`config.mk`:
```
export PLATFORM = sky130hd
export DESIGN_NAME = cp0_exc_ctrl
export DESIGN_NICKNAME = d
export VERILOG_FILES = /design/src/rtl/cp0_pkg.sv /design/src/rtl/cp0_prio_enc.sv /design/src/rtl/cp0_exc_ctrl.sv
export SDC_FILE = /design/constraint.sdc
export NUM_CORES = 1
export LEC_CHECK = 0
export ABC_AREA = 1
export BUFFER_PORTS_ARGS = -buffer_cell sky130_fd_sc_hd__buf_2
export CORE_UTILIZATION = 30
export DETAILED_ROUTE_END_ITERATION = 10
export HOLD_SLACK_MARGIN = 0.03
export SYNTH_ARGS = -nofsm -noshare
export SYNTH_HDL_FRONTEND = slang
export SYNTH_SLANG_ARGS = --single-unit
```
`constraint.sdc`:
```
create_clock -name clk -period 5.9 [get_ports clk]
set_input_delay 1.18 -clock clk [delete_from_list [all_inputs] [get_ports clk]]
set_output_delay 1.18 -clock clk [all_outputs]
set_load 0.02 [all_outputs]
```
`src/rtl/cp0_pkg.sv`:
```
// Shared CP0 definitions: register selectors, ERET funct code, FSM encoding.
package cp0_pkg;

  // CP0 register selectors (instruction bits [13:11])
  localparam logic [2:0] SEL_EPC     = 3'd0;
  localparam logic [2:0] SEL_STATUS  = 3'd1;
  localparam logic [2:0] SEL_MASK    = 3'd2;
  localparam logic [2:0] SEL_CAUSE   = 3'd3;
  localparam logic [2:0] SEL_PENDING = 3'd4;

  // Funct field that identifies ERET
  localparam logic [5:0] FUNCT_ERET = 6'b011000;

  // Exception sequencing states
  typedef enum logic [1:0] {
    ST_IDLE    = 2'd0,
    ST_TAKE    = 2'd1,
    ST_HANDLER = 2'd2
  } cp0_state_e;

endpackage

```
`src/rtl/cp0_prio_enc.sv`:
```
// Lowest-index-wins priority encoder with a valid flag.
module cp0_prio_enc #(
  parameter int NUM_SRC = 8,
  parameter int IDX_W   = (NUM_SRC > 1) ? $clog2(NUM_SRC) : 1
) (
  input  logic [NUM_SRC-1:0] req_i,
  output logic [IDX_W-1:0]   idx_o,
  output logic               valid_o
);

  // Scan from the top down so the lowest set bit is the last assignment and wins.
  // NOTE: every output of a combinational block gets a default first, so no path leaves it unassigned and no latch is inferred.
  always_comb begin
    idx_o   = '0;
    valid_o = |req_i;
    for (int i = NUM_SRC - 1; i >= 0; i--) begin
      if (req_i[i]) idx_o = IDX_W'(i);
    end
  end

endmodule

```
`src/rtl/cp0_exc_ctrl.sv`:
```
// CP0 exception controller: edge-captured sticky sources, mask, fixed
// priority, vectored entry, EPC/STATUS/CAUSE registers and MTC0/MFC0/ERET decode.
module cp0_exc_ctrl
  import cp0_pkg::*;
#(
  parameter int                NUM_SRC    = 8,
  parameter int                DATA_W     = 32,
  parameter logic [DATA_W-1:0] VEC_BASE   = 32'h0000_0080,
  parameter logic [DATA_W-1:0] VEC_STRIDE = 32'h0000_0010
) (
  input  logic               clk,
  input  logic               rst,
  input  logic               enable,
  input  logic [31:0]        inst,
  input  logic [DATA_W-1:0]  din,
  input  logic [DATA_W-1:0]  pc_in,
  input  logic [NUM_SRC-1:0] exp_src,
  output logic               is_eret,
  output logic               ex_reg_write,
  output logic               has_exp,
  output logic               exp_block,
  output logic [DATA_W-1:0]  exc_vector,
  output logic [DATA_W-1:0]  pc_out,
  output logic [DATA_W-1:0]  dout
);

  localparam int IDX_W = (NUM_SRC > 1) ? $clog2(NUM_SRC) : 1;

  // Instruction decode
  logic [2:0] sel;
  logic       cp0_we;
  logic       eret_fire;

  assign is_eret      = (inst[5:0] == FUNCT_ERET);
  assign ex_reg_write = ~inst[23];
  assign sel          = inst[13:11];
  assign cp0_we       = enable & inst[23] & ~is_eret;
  assign eret_fire    = enable & is_eret;

  // Instruction and data bits this block does not look at
  logic unused_bits;
  assign unused_bits = ^{inst[31:24], inst[22:14], inst[10:6], din[DATA_W-1:NUM_SRC]};

  // Architectural state
  cp0_state_e        state_q, state_d;
  logic [DATA_W-1:0] epc_q, epc_d;
  logic [DATA_W-1:0] status_q, status_d;
  logic [NUM_SRC-1:0] mask_q, mask_d;
  logic [DATA_W-1:0] cause_q, cause_d;
  logic [NUM_SRC-1:0] pend_q, pend_d;
  logic [NUM_SRC-1:0] src_q;
  logic              has_exp_q;
  logic [DATA_W-1:0] vec_q, vec_d;

  // Eligibility and priority selection
  logic [NUM_SRC-1:0] rise;
  logic [NUM_SRC-1:0] elig;
  logic [NUM_SRC-1:0] clr;
  logic [IDX_W-1:0]   idx;
  logic               elig_valid;
  logic               take;

  assign rise = exp_src & ~src_q;
  assign elig = pend_q & ~mask_q;

  cp0_prio_enc #(
    .NUM_SRC (NUM_SRC),
    .IDX_W   (IDX_W)
  ) u_prio (
    .req_i   (elig),
    .idx_o   (idx),
    .valid_o (elig_valid)
  );

  // FSM next state; a take is only decided in IDLE, with EXL clear and no ERET this cycle.
  always_comb begin
    state_d = state_q;
    take    = 1'b0;
    case (state_q)
      ST_IDLE: begin
        if (elig_valid && !status_q[0] && !eret_fire) begin
          take    = 1'b1;
          state_d = ST_TAKE;
        end
      end
      ST_TAKE:    state_d = ST_HANDLER;
      ST_HANDLER: if (eret_fire) state_d = ST_IDLE;
      default:    state_d = ST_IDLE;
    endcase
  end

  // Register next values; a take overrides a same-cycle MTC0 to EPC or STATUS.
  always_comb begin
    epc_d    = epc_q;
    status_d = status_q;
    mask_d   = mask_q;
    cause_d  = cause_q;
    vec_d    = vec_q;
    clr      = '0;

    if (take) begin
      epc_d          = pc_in;
      status_d[0]    = 1'b1;
      cause_d        = '0;
      cause_d[DATA_W-1] = 1'b1;
      cause_d[4:0]   = 5'(idx);
      clr            = NUM_SRC'(1) << idx;
      vec_d          = VEC_BASE + DATA_W'(idx) * VEC_STRIDE;
    end else begin
      if (cp0_we && sel == SEL_EPC)    epc_d    = din;
      if (cp0_we && sel == SEL_STATUS) status_d = din;
      if (eret_fire)                   status_d[0] = 1'b0;
    end

    if (cp0_we && sel == SEL_MASK) mask_d = din[NUM_SRC-1:0];

    // A new rising edge sets its bit even if the same bit is being cleared.
    pend_d = (pend_q & ~clr) | rise;
  end

  // CP0 read mux; unimplemented selectors read as zero.
  always_comb begin
    dout = '0;
    case (sel)
      SEL_EPC:     dout = epc_q;
      SEL_STATUS:  dout = status_q;
      SEL_MASK:    dout = DATA_W'(mask_q);
      SEL_CAUSE:   dout = cause_q;
      SEL_PENDING: dout = DATA_W'(pend_q);
      default:     dout = '0;
    endcase
  end

  // State registers with asynchronous reset that also drops every pending bit.
  // NOTE: sequential state uses non-blocking assignments so all registers update from the same pre-edge values.
  always_ff @(posedge clk or posedge rst) begin
    if (rst) begin
      state_q   <= ST_IDLE;
      epc_q     <= '0;
      status_q  <= '0;
      mask_q    <= '0;
      cause_q   <= '0;
      pend_q    <= '0;
      src_q     <= '0;
      has_exp_q <= 1'b0;
      vec_q     <= '0;
    end else begin
      state_q   <= state_d;
      epc_q     <= epc_d;
      status_q  <= status_d;
      mask_q    <= mask_d;
      cause_q   <= cause_d;
      pend_q    <= pend_d;
      src_q     <= exp_src;
      has_exp_q <= take;
      vec_q     <= vec_d;
    end
  end

  assign has_exp    = has_exp_q;
  assign exp_block  = status_q[0];
  assign exc_vector = vec_q;
  assign pc_out     = epc_q;

endmodule

```
* Word level (Yosys, flattened, before mapping)
Index checks and enable logic that the tools add are counted.
** Cells by class
- Add/sub/neg operators :: 1
- $mul :: 0
- Divide/modulo/power cells :: 0
- Magnitude comparators :: 0
- Equal/unequal tests :: 9
- Shifts and indexed selects :: 1
- Muxes and demuxes :: 20
- Bitwise operators :: 13
- Reduce and logical (&&, ||, !) cells :: 14
** Operator list (count)
- case mux 32 bit (5 select lines) :: 1
- two-way mux 32 bit :: 2
- AND 8 bit :: 3
- two-way mux 3 bit :: 8
- NOT 8 bit :: 3
- adder 8 x 7 -> 9 bit (first input constant) :: 1
- two-way mux 8 bit :: 1
- bitwise OR 8 bit :: 1
- OR reduction 8 bit :: 1
- << shifter 1 x 3 -> 8 bit (first input constant) :: 1
- == test 3 x 2 -> 1 bit (second input constant) :: 2
- == test 6 x 5 -> 1 bit (second input constant) :: 1
- case mux 2 bit (3 select lines) :: 1
- logical AND 1 bit :: 5
- two-way mux 1 bit :: 5
- two-way mux 2 bit :: 2
- inequality test 2 bit (second input constant) :: 2
- AND reduction 2 bit :: 2
- AND 1 bit :: 3
- == test 3 x 1 -> 1 bit (second input constant) :: 1
- == test 3 bit (second input constant) :: 1
- zero test 3 bit :: 1
- NOT 1 bit :: 3
- nonzero test 3 bit :: 1
- 5 further kinds :: 6
** Word-level totals
- Flip-flop bits (word level) :: 127
- Latch bits :: 0
- RAM bits :: 0
- Memory bits (read-only) :: 0
- Input bits :: 107
- Output and inout bits :: 100
- Word-level logic and storage cells :: 68
- Memories kept :: 0

* Depth between registers and ports, before layout
- Word-level depth :: 15
- Gate-level depth with buffers :: 12
- Gate-level depth less buffers :: 12

* By module
A second synthesis with hierarchy kept.
** Unflattened totals
- Cell total of the unflattened synthesis :: 659
- Area total of the unflattened synthesis :: 5246.3 µm²
** By module, submodules not included
- cp0_exc_ctrl :: times used 1, cells an instance 637, area an instance 5147.4 µm², seq. area each 2377.3 µm²
- cp0_prio_enc :: times used 1, cells an instance 22, area an instance 98.8 µm², seq. area each 0.0 µm²

* Least setup slack after synthesis
OpenSTA, ideal clock, no wires.
- Path type :: input-to-output
- Start point :: input port inst[12]
- End point :: output port dout[20]
- Data arrival time :: 2129 ps
- Data required time :: 4720 ps
- Path slack :: 2591 ps
- Stages on the path :: 4
- Path buffers :: 1
- Cell sequence :: nor2_1 nand2_1 clkbuf_1 o21ai_0
** On the way
- Cells in the longest elaborated chain, start to end :: 2
** RTL lines
- from (decl) :: RTL line cp0_exc_ctrl.sv:14 : input logic [31:0] inst,
- == test 3 bit (tied with other cells) :: RTL line cp0_exc_ctrl.sv:124 : case (sel)
- case mux 32 bit (5 select lines) (*) :: RTL line cp0_exc_ctrl.sv:124
- to (decl) :: RTL line cp0_exc_ctrl.sv:24 : output logic [DATA_W-1:0] dout
Mark *: on every way between the ends. The rest lies on a longest branch, timed or not.

* Final worst setup path
- Start point :: input port inst[12]
- End point :: output port dout[18]
Same word-level chain as after synthesis.

==> results.toml <==
[timing]
timing.clock.skew_ns = 0.00690
timing.max_slew.rel_slack_pct = 28.6
final.period_utilization_pct = 66.3
period_minus_slack_ns = 3.91
finalHoldViolations = 0
final-setup-viol-count = 0
worstMarginPinSlew_ns = 1.07
tns_ns = 0
fin_max_slew_vios = 0
rsz0062_at_grt = "false"
max_freq_mhz = 255

[placed_design]
place.detailed.hpwl_um = 9550
portBuffers = 156
gp_routability_congestion = 0.804

[logic_synthesis]
netlist_area_um2 = 4770
synth_compound_gate_area_share_pct = 14.0
number_of_library_cell_types_mapped_by_synthesis = 27
synthXorXnorAreaFrac_pct = 0
yosys-mux-area-fraction_pct = 0
seq_area_frac_synth_pct = 49.8
synth_warnings = 0
dominant_combinational_cell_family_by_area_after_synthesis = "simple AND/OR/NAND/NOR gates"
synth-adder-area-share_pct = 0
netlist_instances = 607
post_synth_and_or_nand_nor_area_fraction_pct = 22.7
yosys_register_bits = 95
synth.avg_cell_area_um2 = 7.86

[power_and_ir_drop]
internal_power_mw = 1.52
share_of_total_power_in_sequential_cells_pct = 39.5
switchingPower_mw = 1.01
power.switching_fraction_pct = 39.8
fin_total_pwr_mw = 2.53
reported_leakage_power_nw = 3.19
p_clk_share_pct = 23.6
vdd.ir_drop.worst_v = 0.000190
proportion_of_power_drawn_by_combinational_gates_pct = 36.9
p_per_area_nw_per_um2 = 427

[clock_tree]
clock_tree.buffer_depth = 2
cts_tree = "yes"
post_cts_resize_count = 0
clk_latency_ns = 0.35
post_cts.repair.setup_buffers = 0
tritoncts.num_buffers = 9
cts.hold.buffers_added = 0
ctsHtreeMaxLevel = 3
clockRootBuffer = "clkbuf_16"
cts_sinks = 95
clock_transition_at_the_register_clock_pins_on_the_worst_setup_and_hold_paths_after_cts_ns = 0.06

[critical_path]
start_to_end_type_of_the_worst_setup_path = "input port to primary output"
critPathCaptureType = "primary output"
crit_arrival_ns = 2.73
cp.required_ns = 4.72
worst_setup_path_start_kind = "input port"
timing.critical_path.fanout_max = 19

[route]
drtAntennaViolNets = 0
met2_length_um = 6190
avgRoutedWirePerCell_um = 14.4
met1Wirelength_um = 6850
detailedRoute.firstIterationViolations = 307
drt-vias-per-instance = 4.51
top_layer_used = "met4"
route.vias.total = 4363
drc = 0
totalWireLength_um = 14000
met3WireLength_um = 654
drt_first_pass_iters = 5

[floorplan]
initial_cell_density_of_the_core_pct = 31.0
core_area_um2 = 15400
die_area_um2 = 16400
rows = 45
die_height_um = 128
ios = 207
die_w_um = 128

[layout]
layout.area.seq_um2 = 2380
mostFrequentLayoutCell = "nand2_1"
drive_above_1_share_pct = 25.3
multi_input_comb_area_um2 = 1870
final_cell_mix = "nand2_1 (167), buf_2 (156), dfrtp_1 (95)"
n_fill_cell = 1648
num-nets-final = 858
n_antenna_cell = 0
flow.area_growth_from_synthesis_pct = 24.1

[min_path]
hold_path_class = "flip-flop to flip-flop"

[global_route]
global_route_wire_length_before_repair_um = 22600
grt_max_degree = 61
globalRoute.totalOverflow = 0
grt_use_total_pct = 18.0
grt_antenna_before_repair = 0
first_global_vias = 4278

[outcome]
result_of_the_run = "finished, final reports clean"

[job]
max_cap_violations = 0
-- cells in the mapped netlist, drive strengths merged --
cell type / instances / area (µm²)
or2: 1 / 6.26
nor3: 5 / 47.5
dfrtp: 95 / 2380
nand3: 37 / 190
inv: 75 / 282
o21ai: 47 / 239
buf: 43 / 305
nand4: 7 / 43.8
o2111ai: 5 / 43.8
o211ai: 2 / 15.0
a21oi: 35 / 175
nor2: 41 / 164
conb: 1 / 3.75
clkbuf: 14 / 52.6
nand2: 168 / 633
o22ai: 31 / 194
-- kinds of logic after synthesis --
group           count (synthesis)
simple gates                  259
other cells                     1
flops                          95
compound gates                120
buf+inv                       132
-- layer usage --
layer / track usage, % / vias to the layer above
met1: 24.8 / 2022
li1: - / 2194
met5: 0 / -
met4: 7.47 / 0
met2: 28.2 / 130
met3: 2.96 / 17
-- power groups by stage --
stage               sequential, mW  combinational (mW)  clock [mW]
floorplan                     1.15               0.497           0
global placement              1.00               0.932           0
detailed placement            1.01               0.946           0
CTS                          0.999               0.946       0.616
global route                  1.03                1.05       0.641
finish                       0.998               0.934       0.597
-- metrics by stage --
stage	cell area (µm²)	worst slack, ns	std cells	hold WS [ns]	utilization (%)
after global routing	5920	1.83	967	0.488	38.5
after global placement	5630	2.00	951	0.454	36.6
final	5920	1.99	967	0.471	38.5
after detailed placement	5630	1.97	951	0.459	36.6
after CTS	5920	1.97	967	0.473	38.5
after floorplan	4870	2.24	634	0.442	-
-- worst paths after layout --
path | startpoint | end | slack, ns | depth (start not counted)
setup / recovery | inst[12] | dout[18] | 1.99 | 6
hold / removal | status_q[11] | status_q[11] | 0.47 | 2
setup reg to reg | mask_q[0] | pc_out[30] | 3.46 | 10
hold reg to reg | status_q[11] | status_q[11] | 0.47 | 2
max in group asynchronous | rst | mask_q[3] | 3.90 | 3
min in group asynchronous | rst | status_q[6] | 0.85 | 2
-- critical path, cell delays in order --
cell and delay (ns):
buf_2 0.13, nor2_1 0.14, nand2_1 0.44, buf_4 0.40, o21ai_0 0.23, buf_2 0.21
-- area by class of cell --
cell class / count / share of cell area, %
flip-flops and latches: 95 / 40.1
multi-input cells: 407 / 31.5
repair buffers: 163 / 14.1
inverters: 75 / 4.79
well taps: 211 / 4.46
clock buffers: 10 / 4.03
clock inverters: 6 / 1.01
-- sequential cells by signal, summed over array words and instances (netlist names) --
| signal | flops |
|---|---|
| state_q | 2 |
| src_q | 8 |
| pend_q | 8 |
| has_exp | 1 |
| pc_out | 32 |
| status_q | 32 |
| mask_q | 8 |
| cause_q | 4 |
No activity file was read; power rests on OpenSTA's default activity.
